<file path="config.mk">
export PLATFORM = sky130hd
export DESIGN_NAME = j1_loader
export DESIGN_NICKNAME = d
export VERILOG_FILES = /design/src/rtl/j1_loader.sv
export SDC_FILE = /design/constraint.sdc
export NUM_CORES = 1
export LEC_CHECK = 0
export BUFFER_PORTS_ARGS = -buffer_cell sky130_fd_sc_hd__buf_2
export CAP_MARGIN = 25
export CORE_MARGIN = 2
export CORE_UTILIZATION = 55
export DETAILED_ROUTE_END_ITERATION = 10
export GPL_TIMING_DRIVEN = 0
export HOLD_SLACK_MARGIN = 0.03
export PLACE_DENSITY = 0.84
export SYNTH_ARGS = -nofsm -noshare
export SYNTH_HDL_FRONTEND = slang
export SYNTH_SLANG_ARGS = --single-unit
</file>
<file path="constraint.sdc">
create_clock -name sys_clk_i -period 2.7 [get_ports sys_clk_i]
set_input_delay 0.27 -clock sys_clk_i [delete_from_list [all_inputs] [get_ports sys_clk_i]]
set_output_delay 0.27 -clock sys_clk_i [all_outputs]
set_load 0.1 [all_outputs]
</file>
<file path="src/rtl/j1_loader.sv">
// j1_loader: boot loader for the J1 CPU.
// Receives a framed program image over a valid/ready byte stream, writes it
// into instruction RAM and releases the CPU only after a matching checksum.
// Image: MAGIC, count (lo, hi), count x word (lo, hi), 8-bit sum of count+data bytes.
module j1_loader #(
    parameter logic [7:0]  MAGIC   = 8'hA5,
    parameter logic [15:0] TIMEOUT = 16'd50000
) (
    input  logic        sys_clk_i,
    input  logic        sys_rst_i,
    input  logic        byte_valid_i,
    input  logic [7:0]  byte_data_i,
    output logic        byte_ready_o,
    input  logic        load_req_i,
    output logic        cpu_rst_o,
    output logic        pgm_we_o,
    output logic [12:0] pgm_addr_o,
    output logic [15:0] pgm_data_o,
    output logic        busy_o,
    output logic        err_o
);

    typedef enum logic [2:0] {
        WAIT_MAGIC,
        CNT_LO,
        CNT_HI,
        DATA_LO,
        DATA_HI,
        CSUM,
        RUN,
        ERR
    } state_t;

    // Largest image that fits the 13-bit instruction RAM.
    localparam logic [15:0] MAX_WORDS = 16'd8192;

    state_t      state;
    state_t      state_nxt;

    logic        accept;        // byte transfer on this cycle
    logic        loading;       // past MAGIC, image in progress
    logic        timeout_hit;   // idle limit reached without a byte
    logic [15:0] idle_cnt;
    logic [7:0]  csum;          // running sum of count and data bytes
    logic [12:0] word_idx;      // next RAM word to write
    logic [13:0] words_left;    // words still expected, 1..8192
    logic [7:0]  cnt_lo;        // captured low count byte
    logic [7:0]  data_lo;       // captured low data byte
    logic [15:0] count_full;

    // A word count is usable only if it is non-zero and fits the RAM.
    function automatic logic count_ok(input logic [15:0] cnt);
        return (cnt != 16'd0) && (cnt <= MAX_WORDS);
    endfunction

    assign loading      = (state == CNT_LO) || (state == CNT_HI) ||
                          (state == DATA_LO) || (state == DATA_HI) ||
                          (state == CSUM);
    assign byte_ready_o = (state != RUN) && (state != ERR);
    assign accept       = byte_valid_i && byte_ready_o;
    assign busy_o       = loading;
    assign cpu_rst_o    = (state != RUN);
    assign count_full   = {byte_data_i, cnt_lo};

    // A byte arriving on the limit cycle wins over the timeout.
    assign timeout_hit  = loading && !accept && (idle_cnt == TIMEOUT - 16'd1);

    // State register.
    always_ff @(posedge sys_clk_i) begin
        if (sys_rst_i) begin
            state <= WAIT_MAGIC;
        end else begin
            state <= state_nxt;
        end
    end

    // Next-state decode: byte-driven advance, plus timeout, ERR and reload exits.
    always_comb begin
        state_nxt = state;
        case (state)
            WAIT_MAGIC: begin
                if (accept && (byte_data_i == MAGIC)) begin
                    state_nxt = CNT_LO;
                end
            end
            CNT_LO: begin
                if (accept) begin
                    state_nxt = CNT_HI;
                end
            end
            CNT_HI: begin
                if (accept) begin
                    state_nxt = count_ok(count_full) ? DATA_LO : ERR;
                end
            end
            DATA_LO: begin
                if (accept) begin
                    state_nxt = DATA_HI;
                end
            end
            DATA_HI: begin
                if (accept) begin
                    state_nxt = (words_left == 14'd1) ? CSUM : DATA_LO;
                end
            end
            CSUM: begin
                if (accept) begin
                    state_nxt = (byte_data_i == csum) ? RUN : ERR;
                end
            end
            RUN: begin
                if (load_req_i) begin
                    state_nxt = WAIT_MAGIC;
                end
            end
            ERR: begin
                state_nxt = WAIT_MAGIC;
            end
            default: begin
                state_nxt = WAIT_MAGIC;
            end
        endcase
        if (timeout_hit) begin
            state_nxt = ERR;
        end
    end

    // Idle counter: runs only while an image is in progress, cleared by any accepted byte.
    always_ff @(posedge sys_clk_i) begin
        if (sys_rst_i) begin
            idle_cnt <= 16'd0;
        end else if (!loading || accept || timeout_hit) begin
            idle_cnt <= 16'd0;
        end else begin
            idle_cnt <= idle_cnt + 16'd1;
        end
    end

    // Load datapath: checksum, word index, remaining count and RAM write port.
    always_ff @(posedge sys_clk_i) begin
        if (sys_rst_i) begin
            csum       <= 8'd0;
            word_idx   <= 13'd0;
            words_left <= 14'd0;
            pgm_we_o   <= 1'b0;
            pgm_addr_o <= 13'd0;
            pgm_data_o <= 16'd0;
        end else begin
            pgm_we_o <= 1'b0;
            if (accept) begin
                case (state)
                    WAIT_MAGIC: begin
                        if (byte_data_i == MAGIC) begin
                            csum     <= 8'd0;
                            word_idx <= 13'd0;
                        end
                    end
                    CNT_LO: begin
                        csum <= csum + byte_data_i;
                    end
                    CNT_HI: begin
                        csum       <= csum + byte_data_i;
                        words_left <= count_full[13:0];
                    end
                    DATA_LO: begin
                        csum <= csum + byte_data_i;
                    end
                    DATA_HI: begin
                        csum       <= csum + byte_data_i;
                        pgm_we_o   <= 1'b1;
                        pgm_addr_o <= word_idx;
                        pgm_data_o <= {byte_data_i, data_lo};
                        word_idx   <= word_idx + 13'd1;
                        words_left <= words_left - 14'd1;
                    end
                    default: begin
                    end
                endcase
            end
        end
    end

    // Byte capture registers; only meaningful while their state is active.
    always_ff @(posedge sys_clk_i) begin
        if (accept && (state == CNT_LO)) begin
            cnt_lo <= byte_data_i;
        end
        if (accept && (state == DATA_LO)) begin
            data_lo <= byte_data_i;
        end
    end

    // Sticky error flag: set by a pass through ERR, cleared by a good checksum.
    always_ff @(posedge sys_clk_i) begin
        if (sys_rst_i) begin
            err_o <= 1'b0;
        end else if (state == ERR) begin
            err_o <= 1'b1;
        end else if ((state == CSUM) && accept && (byte_data_i == csum)) begin
            err_o <= 1'b0;
        end
    end

endmodule

</file>
==> results.md <==
- Critical Path End Type: output port
- Max IR drop VDD: 512 µV
- Fin crit period: 2.11 ns
- Core footprint: 0.00830 mm²
- Finished Cell Area: 0.00536 mm²
- RSZ-0062 raised after global routing: false
- Actual slew at the worst max-slew pin: 0.785 ns
- Row count: 33
- Max FO, Critical Path: 10
- Via/cell ratio: 5.87
- WP data arrival: 1.84 ns
- WHS Endpoint: data_lo[7]
- Vias in the first global route: 3995
- Top_reg_cell synth: dfxtp_1
- Fin cells: 713
- Die H: 97.2 µm
- Worst R2R Path Depth: 3
- Residual DRC count: 0
- Dpl cell area: 0.00513 mm²
- Input/output buffers: 45
- Initial Util: 0.576
- Clk Latency, worst-skew pair: 0.38 ns
- Cell with the most instances after synthesis: dfxtp_1
- Final net count: 627
- Clk sink count: 101
- Worst Clk Skew: 0.0131 ns
- Total grt overflow: 0
- Final period util: 0.783
- Wirelength per Cell: 16.2 µm
- Setup Viol. Count Final: 0
- Seq/Total Area, Yosys: 0.457
- Final hold violations: 0
- Post-synth EDFFs: 16
- Post-Route Setup TNS: 0 ns
- CTS tree: yes
- Post CTS Setup Buffer Count: 0
- Gate Count Post-Synth: 546
- Final WL: 11500 µm
- Max Cap Violations: 0
- Post-synth top area share: 0.356
- Startpoint types: register
- First-pass GRT wire length: 19000 µm
- Routed Antenna Nets: 0
- Hold Crit Start: byte_data_i[7]
- Top cells by area, synth: dfxtp_1, edfxtp_1, nand2_1
- Synth unique cells: 64
- Layout area overhead: 12.1%
- Worst r2r src: state[0]
- Gpl congestion: 0.910
- Cell depth of the worst hold path: 1
- Clock transition at path regs: 0.10 ns
- Number of top-level pins: 46
- Rel. slew slack: 0.475
- Antenna diodes: 0
- Fmax: 0.473 GHz
- CTS buffer count: 9
- CP Class: reg -> out
- Reg-to-reg endpoint: data_lo[7]
- Static Leak: 1.97 nW
- Dominant cell type by area after synthesis: dfxtp_1
- Total GRT Usage: 0.248
- Syn_area_per_cell: 8.75 µm²
- CTS resizes: 0
- Status: finished clean
- Detailed Route Iter0 Violations: 302
- CP required: 2.43 ns
- Layout cells sized above 1: 0.160
- Post-synth top cells: dfxtp_1, nand2_1, nor2_1
- Yosys warning count: 0
- Async set or reset register ratio after synthesis: 0
- Syn nets: 570
- Root buf cell: clkbuf_8
- Initial antenna violation count: 0
- Tightest Hold Check Type: in -> reg
- Final Max Tran Viols: 0
- Cell total after placement: 696
- First-pass DRT Iterations: 5
- PwrDens: 602 mW/mm²
- Clk buf depth: 2
- Die area: 0.00945 mm²
- HPWL after DPL: 8380 µm
- Die width: 97.2 µm
- Post-CTS Hold Fix Bufs: 0
- Via Count: 4188
- Largest net degree at the start of global routing: 19
- Mapped cell area: 0.00478 mm²
- R2R setup slack: 0.67 ns
- Final Power: 0.00322 W
- Flops & latches, synth: 101
- H-tree levels: 3
-- stage by stage --
| stage | util | worst slack (ns) | hold WS, ns |
|---|---|---|---|
| floorplan | - | 0.549 | 0.369 |
| global placement | 0.619 | 0.565 | 0.439 |
| detailed placement | 0.619 | 0.464 | 0.445 |
| CTS | 0.644 | 0.424 | 0.116 |
| global route | 0.645 | 0.465 | 0.117 |
| finish | 0.645 | 0.585 | 0.129 |
-- layout by cell type, fill, tap and decap left out, types with 3 or more instances in the layout --
| cell type | Yosys | routed |
|---|---|---|
| nand2_1 | 80 | 80 |
| a31oi_1 | 4 | 4 |
| nand3_1 | 20 | 20 |
| ha_1 | 11 | 11 |
| o21ai_0 | 22 | 22 |
| xor2_1 | 7 | 7 |
| nor3_1 | 15 | 15 |
| buf_2 | 9 | 54 |
| a22oi_1 | 7 | 7 |
| dfxtp_1 | 85 | 85 |
| o21a_1 | 3 | 3 |
| a211oi_1 | 3 | 3 |
| nor2_1 | 67 | 67 |
| nor3b_1 | 3 | 3 |
| edfxtp_1 | 16 | 16 |
| and3_1 | 5 | 5 |
| nand2b_1 | 3 | 3 |
| or3_1 | 3 | 3 |
| xnor2_1 | 23 | 23 |
| nor4b_1 | 3 | 3 |
| inv_6 | 0 | 3 |
| nor4_2 | 3 | 3 |
| nand4_1 | 7 | 7 |
| nor4_1 | 8 | 8 |
| a21o_1 | 8 | 8 |
| a21oi_1 | 54 | 54 |
| clkbuf_1 | 13 | 13 |
| inv_1 | 13 | 13 |
| clkbuf_8 | 0 | 10 |
| a32oi_1 | 3 | 3 |
-- critical path: stages, from the launching register on --
cell and delay, ns:
dfxtp_1 0.47, clkbuf_1 0.37, inv_1 0.11, nand2_1 0.09
buf_2 0.43
-- registers in the layout, indices dropped and copies added (netlist names) --
name        flops
pgm_addr_o     13
idle_cnt       16
words_left     14
state           3
pgm_data_o     16
word_idx       13
data_lo         8
pgm_we_o        1
err_o           1
csum            8
cnt_lo          8
-- worst max path at each step --
stage / startpoint / endpoint / slack (ns) / cells past startpoint
2_1_floorplan: state[1] / busy_o / 0.55 / 3
3_3_place_gp: state[0] / cnt_lo[1] / 0.56 / 3
3_5_place_dp: state[0] / cnt_lo[0] / 0.46 / 3
4_1_cts: state[0] / cnt_lo[3] / 0.42 / 3
5_1_grt: state[0] / cpu_rst_o / 0.47 / 4
6_report: state[0] / cpu_rst_o / 0.59 / 4
-- cell type report --
class / count / area (µm²)
repair buffers: 46 / 233
clock buffers: 10 / 138
clock inverters: 6 / 76.3
fillers: 714 / 2940
well taps: 105 / 131
plain buffers: 27 / 136
inverters: 13 / 48.8
flip-flops and latches: 101 / 2180
multi-input cells: 405 / 2410
-- per-layer routing --
| layer | vias up | share of wire | track usage |
|---|---|---|---|
| li1 | 2037 | - | - |
| met1 | 1996 | 0.43 | 0.318 |
| met2 | 135 | 0.49 | 0.426 |
| met3 | 20 | 0.054 | 0.0460 |
| met4 | 0 | 0.019 | 0.0780 |
| met5 | - | 0 | 0 |
-- power by group --
part | switching, W | total [W] | internal, W
Clock | 0.000541 | 0.00101 | 0.000472
Sequential | 0.0000380 | 0.00161 | 0.00157
Combinational | 0.000410 | 0.000601 | 0.000192
-- kinds of logic after synthesis --
group | synth area share
buffers and inverters | 0.0388
AO/OA/AOI/OAI | 0.157
XOR/XNOR | 0.0550
adder cells (fa/ha/maj) | 0.0330
flip-flops | 0.457
AND/OR/NAND/NOR | 0.257
multiplexers | 0.00236
Note: power is estimated with default switching activity, not from simulation.
